`src/rtl/mips_pkg.sv`:
```
// Shared fetch-stage types and constants for the MIPS-style front end.
// Used by pc_fetch_unit, whose optional check is enabled by PC_ALIGN_CHECK_EN.
package mips_pkg;

  typedef enum logic [1:0] {
    ST_BOOT    = 2'd0,
    ST_REQ     = 2'd1,
    ST_DELIVER = 2'd2,
    ST_ERR     = 2'd3
  } fetch_state_t;

  localparam logic [31:0] INSTR_BYTES      = 32'd4;
  localparam logic [31:0] DEFAULT_RESET_PC = 32'h0000_0000;

  // A fetch address is word aligned when its two byte-offset bits are clear.
  function automatic logic is_misaligned(input logic [31:0] addr);
    return (addr[1:0] != 2'b00);
  endfunction

endpackage

```
`src/rtl/pc_fetch_unit_pc_reg.sv`:
```
// Program counter register: synchronous active-low reset to RESET_PC, load enable.
// Part of pc_fetch_unit (optional PC_ALIGN_CHECK_EN does not affect this block).
module pc_reg
  import mips_pkg::*;
#(
  parameter logic [31:0] RESET_PC = DEFAULT_RESET_PC
) (
  input  logic        clk,
  input  logic        rst_n,
  input  logic        load,
  input  logic [31:0] d,
  output logic [31:0] q
);

  // PC holds its value unless the fetch FSM retires the delivered instruction.
  always_ff @(posedge clk) begin
    if (!rst_n) begin
      q <= RESET_PC;
    end else if (load) begin
      q <= d;
    end else begin
      q <= q;
    end
  end

endmodule

```
`src/rtl/pc_fetch_unit.sv`:
```
// PC holder and instruction-fetch handshake feeding decode.
// Define PC_ALIGN_CHECK_EN to trap misaligned PCs in a terminal error state.
module pc_fetch_unit
  import mips_pkg::*;
#(
  parameter logic [31:0] RESET_PC = DEFAULT_RESET_PC
) (
  input  logic        clk,
  input  logic        rst_n,
  input  logic [31:0] next_pc,
  input  logic        stall,
  output logic [31:0] pc,
  output logic [31:0] npc,
  output logic        imem_req,
  output logic [31:0] imem_addr,
  input  logic        imem_ready,
  input  logic [31:0] imem_rdata,
  output logic [31:0] instr,
  output logic        instr_valid,
  output logic        misalign_err
);

  fetch_state_t state;
  fetch_state_t state_next;
  logic         pc_load;
  logic         misaligned;

  pc_reg #(.RESET_PC(RESET_PC)) u_pc_reg (
    .clk  (clk),
    .rst_n(rst_n),
    .load (pc_load),
    .d    (next_pc),
    .q    (pc)
  );

  assign npc = pc + INSTR_BYTES;

`ifdef PC_ALIGN_CHECK_EN
  assign misaligned   = is_misaligned(pc);
  assign imem_addr    = pc;
  assign misalign_err = (state == ST_ERR);
`else
  // Without the check the low PC bits are simply dropped on the bus.
  assign misaligned   = 1'b0;
  assign imem_addr    = {pc[31:2], 2'b00};
  assign misalign_err = 1'b0;
`endif

  // Handshake outputs come from the state register only, never from inputs.
  assign imem_req    = (state == ST_REQ) && !misaligned;
  assign instr_valid = (state == ST_DELIVER);

  // Next-state and PC-load decode.
  always_comb begin
    state_next = state;
    pc_load    = 1'b0;
    case (state)
      ST_BOOT: begin
        state_next = ST_REQ;
      end
      ST_REQ: begin
        if (misaligned) begin
          state_next = ST_ERR;
        end else if (imem_ready) begin
          state_next = ST_DELIVER;
        end else begin
          state_next = ST_REQ;
        end
      end
      ST_DELIVER: begin
        if (!stall) begin
          state_next = ST_REQ;
          pc_load    = 1'b1;
        end else begin
          state_next = ST_DELIVER;
        end
      end
      ST_ERR: begin
`ifdef PC_ALIGN_CHECK_EN
        state_next = ST_ERR;
`else
        state_next = ST_BOOT;
`endif
      end
      default: begin
        state_next = ST_BOOT;
      end
    endcase
  end

  // State register; reset aborts any outstanding request.
  always_ff @(posedge clk) begin
    if (!rst_n) begin
      state <= ST_BOOT;
    end else begin
      state <= state_next;
    end
  end

  // Instruction register captures the returned word only while requesting.
  always_ff @(posedge clk) begin
    if (!rst_n) begin
      instr <= 32'h0000_0000;
    end else if ((state == ST_REQ) && !misaligned && imem_ready) begin
      instr <= imem_rdata;
    end else begin
      instr <= instr;
    end
  end

endmodule

```
`config.mk`:
```
export PLATFORM = sky130hd
export DESIGN_NAME = pc_fetch_unit
export DESIGN_NICKNAME = d
export VERILOG_FILES = /design/src/rtl/mips_pkg.sv /design/src/rtl/pc_fetch_unit_pc_reg.sv /design/src/rtl/pc_fetch_unit.sv
export SDC_FILE = /design/constraint.sdc
export NUM_CORES = 1
export LEC_CHECK = 0
export ABC_AREA = 1
export CORE_UTILIZATION = 36
export CTS_CLUSTER_DIAMETER = 80
export DETAILED_ROUTE_END_ITERATION = 10
export GPL_TIMING_DRIVEN = 0
export PLACE_DENSITY = 0.77
export SLEW_MARGIN = 20
export SYNTH_ARGS = -nofsm -noshare
export SYNTH_HDL_FRONTEND = slang
export SYNTH_HIERARCHICAL = 1
export SYNTH_SLANG_ARGS = --single-unit
```
`constraint.sdc`:
```
create_clock -name clk -period 1.73 [get_ports clk]
set_clock_uncertainty 0.15 [all_clocks]
set_input_delay 0.4325 -clock clk [delete_from_list [all_inputs] [get_ports clk]]
set_output_delay 0.4325 -clock clk [all_outputs]
set_load 0.02 [all_outputs]
```
**After elaboration in Yosys (flattened, before gate mapping)**

Index checks and enable logic that the tools add are counted.

- Register bits after elaboration: 66
- Input port bits: 68
- Output and inout bits: 131
- Logic and storage cells: 14

- Add/subtract/negate cells: 1
- Equality and inequality tests: 3
- Mux-type cells: 5
- Reduce and logical (&&, ||, !) cells: 2

Operators with widths:

| operator | count |
|---|---|
| $add 32x3->32 const B | 1 |
| $pmux 2 s4 | 1 |
| $eq 2x2->1 const B | 2 |
| $mux 2 | 2 |
| $eq 2x1->1 const B | 1 |
| $logic_not 2->1 | 1 |
| $mux 1 | 2 |
| $logic_and 1x1->1 | 1 |

**Longest topological paths before layout**

- Word-level depth: 2
- Gate-level depth with buffers: 8

**Modules after synthesis**

Netlist, hierarchy kept.

Modules (own cells, without submodules):

| module | instances | cells an instance | area an instance (µm²) | sequential area each (µm²) |
|---|---|---|---|---|
| pc_fetch_unit | 1 | 364 | 2437.3 | 680.7 |
| pc_reg | 1 | 202 | 1335.0 | 640.6 |

**Worst setup path before layout**

OpenSTA, ideal clock, no wires.

- Kind: register -> output
- From: register u_pc_reg.q[3]
- To: output npc[18]
- Arrival time: 1557 ps
- Required time: 1147 ps
- Slack: -410 ps
- Stages on the path, launching flop included: 7
- Path through: dfxtp_1 ha_1 nand2_1 nor2_2 nand2_2 nor2_4 xor2_1

- Cells in the longest elaborated chain, start to end: 1

RTL lines:

| element | RTL line | RTL |
|---|---|---|
| start, declared | pc_fetch_unit_pc_reg.sv:12 | `output logic [31:0] q` |
| start signal, assigned | pc_fetch_unit_pc_reg.sv:22 | `q <= q;` |
| $add 32x3->32 | pc_fetch_unit.sv:36 | `assign npc = pc + INSTR_BYTES;` |
| end, declared | pc_fetch_unit.sv:13 | `output logic [31:0] npc,` |

Every way passes these cells.

**Worst setup path in the final report**

- From: register u_pc_reg.q[7]
- To: output npc[19]

The elaborated chain is that of the path after synthesis.

==> results.cfg <==
[run_status]
status = finished with violations
violations = negative setup slack

[placed_design]
place.gp.congestion = 0.818
io_buffer_count = 194
dpl.hpwl_um = 9570

[critical_path]
critPathLaunchType = flip-flop
rr_startpoint = state[0]
path_max_fanout = 6
reg2reg_to = u_pc_reg/q[9]
worst_ep_arrival_time_ns = 1.81
crit_type = flip-flop to output port
worst_ep_required_time_ns = 1.15
reg2reg_slack_ns = 0.26
end_kind = output port
ff2ff_path_depth = 7

[pwr]
internal-power_mw = 2.58
p_comb_frac = 0.231
p_clk_frac = 0.326
switching_share = 0.294
cellPowerDensity_mw_per_mm2 = 535
switching_power_mw = 1.07
power_leakage_nw = 3.30
p_total_mw = 3.65
pwr-share-seq = 0.443
peakVddDrop_v = 0.000389

[hold_path]
hold_path_end = instr[16]
holdPathStages = 3
min_from = imem_ready
min_path_type = primary input to flip-flop

[grt]
grt_pass1_vias = 4327
grt_pass1_wl_um = 21100
overflow = 0
antenna_found_initial = 0
grt_max_degree = 13
grt_usage = 0.239

[clock_network]
root_buffer = clkbuf_8
htree_levels = 3
tritoncts = done
worst_skew_pair.late_latency_ns = 0.33
cts_buffers = 9
cts_sinks = 66
clockBufferDepth = 2
clk_pin_slew_ns = 0.08

[route]
vias_per_cell = 4.71
wl_per_cell_um = 14.2
first_pass_iters = 4
drt_iter0_drc = 115
drcViolationCount = 0
wirelength_um = 13600
via_count = 4505
ant_nets = 0

[yosys]
synthArstFlopShare = 0
synth.top_cells.by_count = nand2_1 (176), nor2_1 (99), dfxtp_1 (66)
syn-cell-area_sq_mm = 0.00377
syn_area_per_cell_sq_um = 6.66
ys_seq_elements = 66
yosys.area.top_type = dfxtp_1
synth_edf_count = 0
synth.most_common_cell = nand2_1
ys.warnings.count = 6
synth_top_area_frac = 0.350
synthTopCellsByArea = dfxtp_1 (35%), nand2_1 (18%), nor2_1 (9.9%)
ys.flop_type = dfxtp_1
syn_inst = 566
synth_cell_type_count = 26
yosysSeqAreaShare = 0.350

[floorplanning]
die_h_um = 104
die_area_sq_mm = 0.0109
ios = 199
start_util = 0.369
die_x_um = 104
coreArea_sq_mm = 0.0102
rows = 37

[timing]
final_hold_viol_count = 0
post-route-period-util = 1.38
finalSetupViolations = 29
post-route-min-period_ns = 2.39
holdWs_ns = 0.297
setup_ws_ns = -0.660
max_freq_mhz = 418
rsz0062_at_grt = yes
drv_slew = 0

[final_layout]
final_layout_size_suffix_gt1_frac = 0.367
area_growth_pct = 81.1
diodes = 0
nets = 884
final_core_util = 0.668

[run]
max_cap_viol_count = 0
## metrics by stage
stage	area, sq um	instances	worst slack (ns)	setup TNS [ns]
detailed placement	6120	898	-0.731	-28.47
CTS	6580	946	-0.618	-13.63
floorplan	4010	568	-0.119	-1.69
finish	6830	956	-0.660	-14.09
global route	6830	956	-0.724	-16.24
global placement	6120	898	-0.707	-27.05
## worst max path at each step
stage,slack (ns),startpoint,depth (start not counted),to
floorplan,-0.12,u_pc_reg/q[2],5,npc[13]
global placement,-0.71,u_pc_reg/q[15],7,npc[25]
detailed placement,-0.73,u_pc_reg/q[15],7,npc[25]
CTS,-0.62,u_pc_reg/q[3],10,npc[26]
global route,-0.72,u_pc_reg/q[7],8,npc[19]
finish,-0.66,u_pc_reg/q[7],8,npc[19]
## per-layer routing
metal	track usage	wire length, um
met4	0.0898	398
met3	0.0558	970
met5	0	0
met2	0.435	7130
met1	0.269	5060
## registers in the layout, indices dropped and copies added, names as in the netlist
signal      count
instr          32
state           2
u_pc_reg/q     32
## final cells by class
type | instances | area (sq um)
inverters | 50 | 190
well taps | 136 | 170
flip-flops and latches | 66 | 1430
plain buffers | 57 | 449
repair buffers | 237 | 2210
clock inverters | 4 | 27.5
clock buffers | 12 | 155
multi-input cells | 394 | 2200
fillers | 833 | 3400
## critical path: stages, from the launching register on
cell	delay, ns
dfxtp_4	0.43
nand2_4	0.08
nor2_4	0.22
nand3b_1	0.18
buf_6	0.17
nor2_1	0.09
nand2_1	0.09
nand2_2	0.09
buf_6	0.12
## logic make-up after synthesis
group / share of synthesized area
DFF: 0.350
other: 0.000994
adders and majority gates: 0.00332
AOI/OAI and AO/OA: 0.0478
buffers and inverters: 0.170
xor gates and xnor gates: 0.0388
and+or+nand+nor: 0.388
## repair_timing
action                     CTS  global route
resized for setup          420            86
hold buffers                 0             0
cloned                       0             0
pin swaps                   20            28
setup endpoints to repair  128            70
setup buffers               32            11
## power by group through the flow
stage / clock, mW / sequential, mW / combinational, mW
finish: 1.19 / 1.62 / 0.846
CTS: 1.22 / 1.62 / 0.829
global route: 1.28 / 1.63 / 0.910
global placement: 0 / 1.68 / 0.818
detailed placement: 0 / 1.69 / 0.831
floorplan: 0 / 1.74 / 0.346
## cells in the final DEF (no fill, tap or decap), types with 7 or more instances in the layout
| master | instances |
|---|---|
| a21oi_1 | 34 |
| buf_2 | 18 |
| inv_1 | 45 |
| nor2_2 | 10 |
| nand2_2 | 26 |
| clkbuf_2 | 8 |
| buf_4 | 72 |
| nand3_1 | 36 |
| clkdlybuf4s15_2 | 20 |
| clkdlybuf4s50_1 | 66 |
| clkbuf_8 | 11 |
| nand3b_1 | 8 |
| dfxtp_1 | 34 |
| buf_6 | 55 |
| dfxtp_4 | 26 |
| nand2_1 | 147 |
| nor2_4 | 12 |
| nand2_4 | 7 |
| nor2_1 | 84 |
| dlygate4sd2_1 | 49 |
(Power assumes the default switching activity.)
